## src/rtl/wb_port_arbiter_pkg.sv

```systemverilog
// Shared types and constants for the writeback port arbiter.
// Long-latency result entry layout, x0 index and starvation default.
package wb_port_arbiter_pkg;

    localparam int RD_W            = 5;
    localparam int DATA_W          = 32;
    localparam int STARVE_LIMIT_DEF = 4;

    localparam logic [RD_W-1:0] REG_X0 = '0;

    typedef struct packed {
        logic [RD_W-1:0]   rd;
        logic              fp;
        logic              kill;
        logic [DATA_W-1:0] data;
    } lu_entry_t;

    localparam int LU_ENTRY_W = $bits(lu_entry_t);

    function automatic lu_entry_t mk_entry(
        input logic [RD_W-1:0]   rd,
        input logic              fp,
        input logic [DATA_W-1:0] data
    );
        lu_entry_t e;
        e.rd   = rd;
        e.fp   = fp;
        e.kill = 1'b0;
        e.data = data;
        return e;
    endfunction

endpackage

```

## src/rtl/wb_port_arbiter_if.sv

```systemverilog
// Bus bundle between the writeback arbiter and its environment.
// master drives pipeline/long-latency/query inputs; slave is the arbiter.
interface wb_port_arbiter_if #(
    parameter int DEPTH = 2
);
    localparam int CW = $clog2(DEPTH) + 1;

    logic        pipe_regwen;
    logic        pipe_fp_regwen;
    logic [4:0]  pipe_rd;
    logic [31:0] pipe_wdata;
    logic [31:0] pipe_fp_wdata;

    logic        lu_valid;
    logic        lu_ready;
    logic [4:0]  lu_rd;
    logic        lu_fp;
    logic [31:0] lu_data;

    logic        rf_we;
    logic [4:0]  rf_waddr;
    logic [31:0] rf_wdata;
    logic        fp_rf_we;
    logic [4:0]  fp_rf_waddr;
    logic [31:0] fp_rf_wdata;

    logic        stall_req;
    logic [4:0]  query_rd;
    logic        query_fp;
    logic        query_hit;
    logic [CW-1:0] buf_count;

    modport master (
        output pipe_regwen, pipe_fp_regwen, pipe_rd,
        output pipe_wdata, pipe_fp_wdata,
        output lu_valid, lu_rd, lu_fp, lu_data,
        output query_rd, query_fp,
        input  lu_ready, rf_we, rf_waddr, rf_wdata,
        input  fp_rf_we, fp_rf_waddr, fp_rf_wdata,
        input  stall_req, query_hit, buf_count
    );

    modport slave (
        input  pipe_regwen, pipe_fp_regwen, pipe_rd,
        input  pipe_wdata, pipe_fp_wdata,
        input  lu_valid, lu_rd, lu_fp, lu_data,
        input  query_rd, query_fp,
        output lu_ready, rf_we, rf_waddr, rf_wdata,
        output fp_rf_we, fp_rf_waddr, fp_rf_wdata,
        output stall_req, query_hit, buf_count
    );

endinterface

```

## src/rtl/wb_result_fifo.sv

```systemverilog
// Result buffer with per-entry kill bits and parallel rd/fp compares
// feeding both the hazard query and the WAW kill.
module wb_result_fifo
    import wb_port_arbiter_pkg::*;
#(
    parameter int DEPTH = 2,
    parameter int CW    = $clog2(DEPTH) + 1
) (
    input  logic              clk,
    input  logic              rst,
    input  logic              i_push,
    input  lu_entry_t         i_push_entry,
    input  logic              i_pop,
    input  logic              i_kill_int,
    input  logic              i_kill_fp,
    input  logic [RD_W-1:0]   i_kill_rd,
    input  logic [RD_W-1:0]   i_q_rd,
    input  logic              i_q_fp,
    output lu_entry_t         o_head,
    output logic              o_head_vld,
    output logic [CW-1:0]     o_count,
    output logic              o_q_hit
);
    localparam int AW = $clog2(DEPTH);

    lu_entry_t        r_mem [DEPTH];
    logic [DEPTH-1:0] r_valid;
    logic [AW-1:0]    r_wptr;
    logic [AW-1:0]    r_rptr;
    logic [CW-1:0]    r_count;

    logic [DEPTH-1:0] w_live;
    logic [DEPTH-1:0] w_kill;
    logic [DEPTH-1:0] w_qmatch;
    logic             w_push;
    logic             w_pop;

    assign w_push = i_push && (r_count < CW'(DEPTH));
    assign w_pop  = i_pop && (r_count != '0);

    always_comb begin
        w_live   = '0;
        w_kill   = '0;
        w_qmatch = '0;
        for (int i = 0; i < DEPTH; i++) begin
            w_live[i] = r_valid[i] && !r_mem[i].kill;
            w_kill[i] = w_live[i] && (r_mem[i].rd == i_kill_rd)
                && (r_mem[i].fp ? i_kill_fp : i_kill_int);
            w_qmatch[i] = w_live[i] && (r_mem[i].rd == i_q_rd)
                && (r_mem[i].fp == i_q_fp);
        end
    end

    always_ff @(posedge clk or posedge rst) begin
        if (rst) begin
            for (int i = 0; i < DEPTH; i++) begin
                r_mem[i] <= '0;
            end
            r_valid <= '0;
            r_wptr  <= '0;
            r_rptr  <= '0;
            r_count <= '0;
        end else begin
            for (int i = 0; i < DEPTH; i++) begin
                if (w_kill[i]) begin
                    r_mem[i].kill <= 1'b1;
                end
            end
            if (w_pop) begin
                r_valid[r_rptr] <= 1'b0;
                r_rptr          <= r_rptr + 1'b1;
            end
            // The incoming entry is written clean; a same-cycle kill never targets it.
            if (w_push) begin
                r_mem[r_wptr]      <= i_push_entry;
                r_mem[r_wptr].kill <= 1'b0;
                r_valid[r_wptr]    <= 1'b1;
                r_wptr             <= r_wptr + 1'b1;
            end
            if (w_push && !w_pop) begin
                r_count <= r_count + 1'b1;
            end else if (w_pop && !w_push) begin
                r_count <= r_count - 1'b1;
            end
        end
    end

    assign o_head     = r_mem[r_rptr];
    assign o_head_vld = (r_count != '0);
    assign o_count    = r_count;
    assign o_q_hit    = |w_qmatch;

endmodule

```

## src/rtl/wb_port_arbiter.sv

```systemverilog
// Shares int/FP regfile write ports between pipeline writeback and
// a buffered out-of-order long-latency unit.
module wb_port_arbiter
    import wb_port_arbiter_pkg::*;
#(
    parameter int DEPTH        = 2,
    parameter int STARVE_LIMIT = STARVE_LIMIT_DEF
) (
    input logic              clk,
    input logic              rst,
    wb_port_arbiter_if.slave bus
);
    localparam int CW = $clog2(DEPTH) + 1;
    localparam int SW = $clog2(STARVE_LIMIT + 1);

    lu_entry_t     w_head;
    logic          w_head_vld;
    logic [CW-1:0] w_count;
    logic          w_fifo_hit;

    logic w_pipe_int;
    logic w_ready;
    logic w_push;
    logic w_drop;
    logic w_int_gnt;
    logic w_fp_gnt;
    logic w_pop;
    logic w_blocked;

    logic [SW-1:0] r_starve;
    logic          r_stall;

    assign w_pipe_int = bus.pipe_regwen && (bus.pipe_rd != REG_X0);
    assign w_ready    = (w_count < CW'(DEPTH));
    assign w_push     = bus.lu_valid && w_ready;

    assign w_drop = w_head_vld
        && (w_head.kill || (!w_head.fp && w_head.rd == REG_X0));
    assign w_int_gnt = w_head_vld && !w_drop && !w_head.fp
        && !w_pipe_int;
    assign w_fp_gnt = w_head_vld && !w_drop && w_head.fp
        && !bus.pipe_fp_regwen;
    assign w_pop     = w_drop || w_int_gnt || w_fp_gnt;
    assign w_blocked = w_head_vld && !w_pop;

    wb_result_fifo #(
        .DEPTH (DEPTH),
        .CW    (CW)
    ) u_fifo (
        .clk          (clk),
        .rst          (rst),
        .i_push       (w_push),
        .i_push_entry (mk_entry(bus.lu_rd, bus.lu_fp, bus.lu_data)),
        .i_pop        (w_pop),
        .i_kill_int   (w_pipe_int),
        .i_kill_fp    (bus.pipe_fp_regwen),
        .i_kill_rd    (bus.pipe_rd),
        .i_q_rd       (bus.query_rd),
        .i_q_fp       (bus.query_fp),
        .o_head       (w_head),
        .o_head_vld   (w_head_vld),
        .o_count      (w_count),
        .o_q_hit      (w_fifo_hit)
    );

    always_ff @(posedge clk or posedge rst) begin
        if (rst) begin
            r_starve <= '0;
            r_stall  <= 1'b0;
        end else begin
            if (w_pop || !w_head_vld) begin
                r_starve <= '0;
            end else if (w_blocked && r_starve != SW'(STARVE_LIMIT)) begin
                r_starve <= r_starve + 1'b1;
            end
            r_stall <= w_head_vld && !w_pop
                && (r_starve == SW'(STARVE_LIMIT));
        end
    end

    assign bus.rf_we    = !rst && (w_pipe_int || w_int_gnt);
    assign bus.rf_waddr = w_int_gnt ? w_head.rd : bus.pipe_rd;
    assign bus.rf_wdata = w_int_gnt ? w_head.data : bus.pipe_wdata;

    assign bus.fp_rf_we    = !rst && (bus.pipe_fp_regwen || w_fp_gnt);
    assign bus.fp_rf_waddr = w_fp_gnt ? w_head.rd : bus.pipe_rd;
    assign bus.fp_rf_wdata = w_fp_gnt ? w_head.data : bus.pipe_fp_wdata;

    assign bus.lu_ready  = !rst && w_ready;
    assign bus.stall_req = r_stall;
    assign bus.buf_count = w_count;

    // x0 on the int file is never a real hazard.
    assign bus.query_hit = !rst && w_fifo_hit
        && (bus.query_fp || bus.query_rd != REG_X0);

endmodule

```

## src/flat_wrapper.sv

```systemverilog
// flat-port wrapper written by rule: the top's interface ports become plain ports
module wb_port_arbiter_flat import wb_port_arbiter_pkg::*;
#(
    parameter int DEPTH        = 2,
    parameter int STARVE_LIMIT = STARVE_LIMIT_DEF
)
  (clk, rst, bus_pipe_regwen, bus_pipe_fp_regwen, bus_pipe_rd, bus_pipe_wdata, bus_pipe_fp_wdata, bus_lu_valid, bus_lu_rd, bus_lu_fp, bus_lu_data, bus_query_rd, bus_query_fp, bus_lu_ready, bus_rf_we, bus_rf_waddr, bus_rf_wdata, bus_fp_rf_we, bus_fp_rf_waddr, bus_fp_rf_wdata, bus_stall_req, bus_query_hit, bus_buf_count);
  wb_port_arbiter_if #(.DEPTH(DEPTH)) bus_i ();
  input logic clk;
  input logic rst;
  input wire logic [$bits(bus_i.pipe_regwen)-1:0] bus_pipe_regwen;
  input wire logic [$bits(bus_i.pipe_fp_regwen)-1:0] bus_pipe_fp_regwen;
  input wire logic [$bits(bus_i.pipe_rd)-1:0] bus_pipe_rd;
  input wire logic [$bits(bus_i.pipe_wdata)-1:0] bus_pipe_wdata;
  input wire logic [$bits(bus_i.pipe_fp_wdata)-1:0] bus_pipe_fp_wdata;
  input wire logic [$bits(bus_i.lu_valid)-1:0] bus_lu_valid;
  input wire logic [$bits(bus_i.lu_rd)-1:0] bus_lu_rd;
  input wire logic [$bits(bus_i.lu_fp)-1:0] bus_lu_fp;
  input wire logic [$bits(bus_i.lu_data)-1:0] bus_lu_data;
  input wire logic [$bits(bus_i.query_rd)-1:0] bus_query_rd;
  input wire logic [$bits(bus_i.query_fp)-1:0] bus_query_fp;
  output wire logic [$bits(bus_i.lu_ready)-1:0] bus_lu_ready;
  output wire logic [$bits(bus_i.rf_we)-1:0] bus_rf_we;
  output wire logic [$bits(bus_i.rf_waddr)-1:0] bus_rf_waddr;
  output wire logic [$bits(bus_i.rf_wdata)-1:0] bus_rf_wdata;
  output wire logic [$bits(bus_i.fp_rf_we)-1:0] bus_fp_rf_we;
  output wire logic [$bits(bus_i.fp_rf_waddr)-1:0] bus_fp_rf_waddr;
  output wire logic [$bits(bus_i.fp_rf_wdata)-1:0] bus_fp_rf_wdata;
  output wire logic [$bits(bus_i.stall_req)-1:0] bus_stall_req;
  output wire logic [$bits(bus_i.query_hit)-1:0] bus_query_hit;
  output wire logic [$bits(bus_i.buf_count)-1:0] bus_buf_count;
  assign bus_i.pipe_regwen = bus_pipe_regwen;
  assign bus_i.pipe_fp_regwen = bus_pipe_fp_regwen;
  assign bus_i.pipe_rd = bus_pipe_rd;
  assign bus_i.pipe_wdata = bus_pipe_wdata;
  assign bus_i.pipe_fp_wdata = bus_pipe_fp_wdata;
  assign bus_i.lu_valid = bus_lu_valid;
  assign bus_i.lu_rd = bus_lu_rd;
  assign bus_i.lu_fp = bus_lu_fp;
  assign bus_i.lu_data = bus_lu_data;
  assign bus_i.query_rd = bus_query_rd;
  assign bus_i.query_fp = bus_query_fp;
  assign bus_lu_ready = bus_i.lu_ready;
  assign bus_rf_we = bus_i.rf_we;
  assign bus_rf_waddr = bus_i.rf_waddr;
  assign bus_rf_wdata = bus_i.rf_wdata;
  assign bus_fp_rf_we = bus_i.fp_rf_we;
  assign bus_fp_rf_waddr = bus_i.fp_rf_waddr;
  assign bus_fp_rf_wdata = bus_i.fp_rf_wdata;
  assign bus_stall_req = bus_i.stall_req;
  assign bus_query_hit = bus_i.query_hit;
  assign bus_buf_count = bus_i.buf_count;
  wb_port_arbiter #(.DEPTH(DEPTH), .STARVE_LIMIT(STARVE_LIMIT)) u_core (.clk(clk), .rst(rst), .bus(bus_i));
endmodule
```

## config.mk

```make
export PLATFORM = sky130hd
export DESIGN_NAME = wb_port_arbiter_flat
export DESIGN_NICKNAME = d
export VERILOG_FILES = /design/src/rtl/wb_port_arbiter_pkg.sv /design/src/rtl/wb_port_arbiter_if.sv /design/src/rtl/wb_result_fifo.sv /design/src/rtl/wb_port_arbiter.sv /design/src/flat_wrapper.sv
export SDC_FILE = /design/constraint.sdc
export NUM_CORES = 1
export LEC_CHECK = 0
export CAP_MARGIN = 10
export CORE_MARGIN = 2
export CORE_UTILIZATION = 69
export DETAILED_ROUTE_END_ITERATION = 8
export DONT_BUFFER_PORTS = 1
export PLACE_DENSITY = 0.94
export SYNTH_ARGS = -nofsm -noshare
export SYNTH_HDL_FRONTEND = slang
export SYNTH_SLANG_ARGS = --single-unit
```

## constraint.sdc

```tcl
create_clock -name clk -period 7.19 [get_ports clk]
set_clock_uncertainty 0.15 [all_clocks]
set_input_delay 0.3595 -clock clk [delete_from_list [all_inputs] [get_ports clk]]
set_output_delay 0.3595 -clock clk [all_outputs]
set_load 0.01 [all_outputs]
```

==> parameters.txt <==
Parameter                              Value

Status
  Result of the run ... complete, no violations

STA
  Final cycle utilization of the critical path ... between 50 and 60%
  Sum of negative setup slack ... 0 ns
  Setup Viol. Count Final ... 0
  Tightest Pin Transition ... about 1.2 ns
  Unrepaired setup endpoints after global routing ... false
  Final Hold Vio Count ... 0
  Fmax ... 0.274 GHz
  Final Slew Violations ... 0
  Slew HR ... between 10% and 20%
  Time the worst path needs with I/O delays and setup ... between 3 and 4 ns

Clocking
  Number of clock sinks ... 88
  Cts-stage hold buffer count ... 1
  Insertion delay to the later sink of the worst-skew pair ... around 0.34 ns
  Clock root buffer master ... sky130_fd_sc_hd__clkbuf_8
  Clock transition at the registers of the reported paths ... ~0.09 ns
  Post-CTS Repair Setup Buffers ... 0
  TritonCTS Buffers ... 9
  H-tree depth ... 3
  Cells resized by post-CTS repair ... 0
  Clock Tree Buf Depth ... 2
  CTS tree ... done

Synth
  Netlist area before placement ... 5010 sq um
  Top cells by area, synth ... sky130_fd_sc_hd__dfrtp_1, sky130_fd_sc_hd__mux2_2, sky130_fd_sc_hd__mux2i_1
  Post-Syn Nets ... 599
  Most common flop cell mapped by yosys ... sky130_fd_sc_hd__dfrtp_1
  FFs w/ async S/R, synth ... 100%
  Average instance area after synthesis ... between 10 and 15 sq um
  Synth Register Bits ... 88
  Count of mapped cells out of synthesis ... about 480
  Number of flops mapped to enable cells by yosys ... 0
  Top-count cell post-synth ... sky130_fd_sc_hd__dfrtp_1
  Most frequent cells after synthesis ... sky130_fd_sc_hd__dfrtp_1, sky130_fd_sc_hd__mux2_2, sky130_fd_sc_hd__nor2_1
  Register area share after synthesis ... 44.0%
  Dominant cell type by area after synthesis ... sky130_fd_sc_hd__dfrtp_1
  Top cell type's share of synthesized area ... 44.0%
  Unique masters post-synth ... 37
  Synthesis warning total ... 0

Critical path
  Buffers and inverters on the worst path ... 0
  Internal reg-to-reg setup slack ... 4.10 ns
  Required time of the worst setup path ... ~6.7 ns
  Slowest library cell on the worst path ... sky130_fd_sc_hd__and4bb_4
  Kind of start point of the critical path ... register
  Cell repeated most along the worst path ... sky130_fd_sc_hd__nor2_1
  Setup CP Type ... reg2out
  Delay contributed by the slowest stage of the critical path ... about 0.89 ns
  Category of the worst setup path capture point ... output port
  CP arrival ... ~3.1 ns
  CP top delay family ... simple AND/OR/NAND/NOR gates
  List of cells traversed by the critical path ... mux2_2, nor2_1, and4bb_4, nor2_1, a21oi_1
  Maximum net fanout on the critical path ... 74

Die
  Die area ... around 8000 sq um
  Placeable core region ... slightly above 7000 sq um
  Chip Width ... about 89 um
  Effective utilization at floorplan ... a little over two thirds
  Row count ... 31
  Die height ... 89.2 um
  Top-level port count ... 199

Pwr
  Power per cell area ... ~500 nW/um^2
  Total Power ... roughly 0.0027 W
  Leakage dissipation ... approximately 2.3 nW
  Maximum ir drop on the vdd rail ... slightly below 300 uV

Flow run
  MaxCap Viol Count ... 0

Drt
  Routed wire length per instance ... 19.5 um
  DR vias ... between 3000 and 4000
  Remaining antenna violation count ... 0
  Number of DRC markers in iteration 0 ... around 220
  Via count normalized by instance count ... 6.34
  Total DRC errors in the routed layout ... 0
  Routed Wire Length ... about 11 mm
  Initial DRT Pass Iterations ... 6

Place
  Detail Placement HPWL ... slightly above 8 mm
  Placed cells ... approximately 550
  Final GP Congestion ... approximately 0.9
  Post-DP Area ... about 5000 sq um
  I/O Buffers ... 0

GRT
  Maximum number of pins on one net before global-route repair ... between 80 and 90
  Gr ovfl total ... 0
  Number of global-route vias before repair ... around 3400
  Global-route usage over all layers ... a little over a quarter
  Number of antenna violations at the first check in global routing ... 0
  First-pass GRT wire length ... 16.3 mm

Final layout
  Ant diodes ... 0
  Total number of nets in the final design ... 599
  Flip-flop and latch area ... ~2200 sq um
  Area growth from synthesis to layout ... 7.62%
  Area of the multi-input gates ... 2610 sq um
  Layout cells sized above 1 ... 26.3%
  Final cell count without fillers ... ~580
  Filler Cell Count ... roughly 470
  Final Cell Area ... between 5000 and 6000 sq um

Min path
  Hold crit path type ... in2reg
==> layer usage <==
layer  vias to the layer above  share of wire, %  global-route usage (%)
met5                         -                 0                       0
met4                         0               1.1                    7.46
met3                        14               7.8                    6.93
met2                       189                52                    47.8
met1                      1816                39                    32.5
li1                       1669                 -                       -
==> cell families (layout without fill, tap and decap cells) <==
logic type / count (synthesis) / count (layout) / share of synthesized area [%]
XOR/XNOR: 27 / 27 / 4.72
flip-flops: 88 / 88 / 44.0
multiplexers: 115 / 115 / 25.1
AND/OR/NAND/NOR: 115 / 115 / 10.4
AO/OA/AOI/OAI: 92 / 92 / 10.8
buffers and inverters: 38 / 43 / 4.27
adder cells (fa/ha/maj): 3 / 3 / 0.749
==> cells in the final DEF, fill, tap and decap left out, types with 3 or more instances in the layout <==
cell / netlist / layout
sky130_fd_sc_hd__a21oi_1: 70 / 70
sky130_fd_sc_hd__dlygate4sd3_1: 0 / 14
sky130_fd_sc_hd__nand4_1: 3 / 3
sky130_fd_sc_hd__nor2_1: 76 / 76
sky130_fd_sc_hd__dfrtp_1: 88 / 87
sky130_fd_sc_hd__inv_1: 9 / 8
sky130_fd_sc_hd__nor4_1: 6 / 5
sky130_fd_sc_hd__clkbuf_8: 0 / 10
sky130_fd_sc_hd__xor2_1: 15 / 15
sky130_fd_sc_hd__mux2i_1: 37 / 37
sky130_fd_sc_hd__a21oi_2: 10 / 10
sky130_fd_sc_hd__mux2_2: 77 / 77
sky130_fd_sc_hd__ha_1: 3 / 3
sky130_fd_sc_hd__o21ai_0: 3 / 3
sky130_fd_sc_hd__xnor2_1: 12 / 12
sky130_fd_sc_hd__nand2_1: 9 / 8
sky130_fd_sc_hd__bufinv_16: 0 / 3
sky130_fd_sc_hd__buf_4: 0 / 4
sky130_fd_sc_hd__nor2_2: 10 / 10
==> area by class of cell <==
class / instances / share of cell area [%]
multi-input combinational: 352 / 48.5
sequential: 88 / 40.9
tap: 99 / 2.30
timing repair buffer: 18 / 3.16
clock buffer: 11 / 2.62
clock inverter: 5 / 1.93
inverter: 9 / 0.650
==> where the power goes <==
group | internal, W | switching, W
Sequential | 0.000743 | 0.000232
Clock | 0.000241 | 0.000168
Combinational | 0.000547 | 0.000748
Total | 0.00153 | 0.00115
==> worst register-to-register path: stages (launching register included) <==
cell and delay [ns]:
sky130_fd_sc_hd__dfrtp_2 0.81, sky130_fd_sc_hd__mux2i_4 0.43, sky130_fd_sc_hd__o31ai_4 0.13, sky130_fd_sc_hd__o32ai_1 0.60, sky130_fd_sc_hd__inv_1 0.10, sky130_fd_sc_hd__o22ai_1 0.20, sky130_fd_sc_hd__ha_1 0.20, sky130_fd_sc_hd__xor2_1 0.17
sky130_fd_sc_hd__nor2_1 0.07, sky130_fd_sc_hd__xor2_1 0.14
==> worst paths after layout <==
path | start | endpoint | depth (start not counted)
max | u_core.u_fifo.r_rptr | bus_rf_wdata[31] | 5
min | bus_lu_data[28] | register | 1
max reg2reg | u_core.u_fifo.r_rptr | u_core.u_fifo.o_count[1] | 9
min reg2reg | u_core.u_fifo.r_valid[0] | u_core.u_fifo.r_valid[0] | 1
max in group asynchronous | rst | u_core.u_fifo.r_rptr | 3
min in group asynchronous | rst | async pin | 2
==> per-stage QoR <==
step / setup WS (ns) / util (%) / hold WS (ns)
2_1_floorplan: 4.40 / - / 0.300
4_1_cts: 3.57 / 73.7 / 0.000956
6_report: 3.54 / 75.5 / 0.0110
3_3_place_gp: 4.10 / 70.1 / -0.0319
5_1_grt: 3.32 / 75.5 / -0.00748
3_5_place_dp: 3.93 / 70.1 / -0.0278
Power figures use the tool's default switching activity.
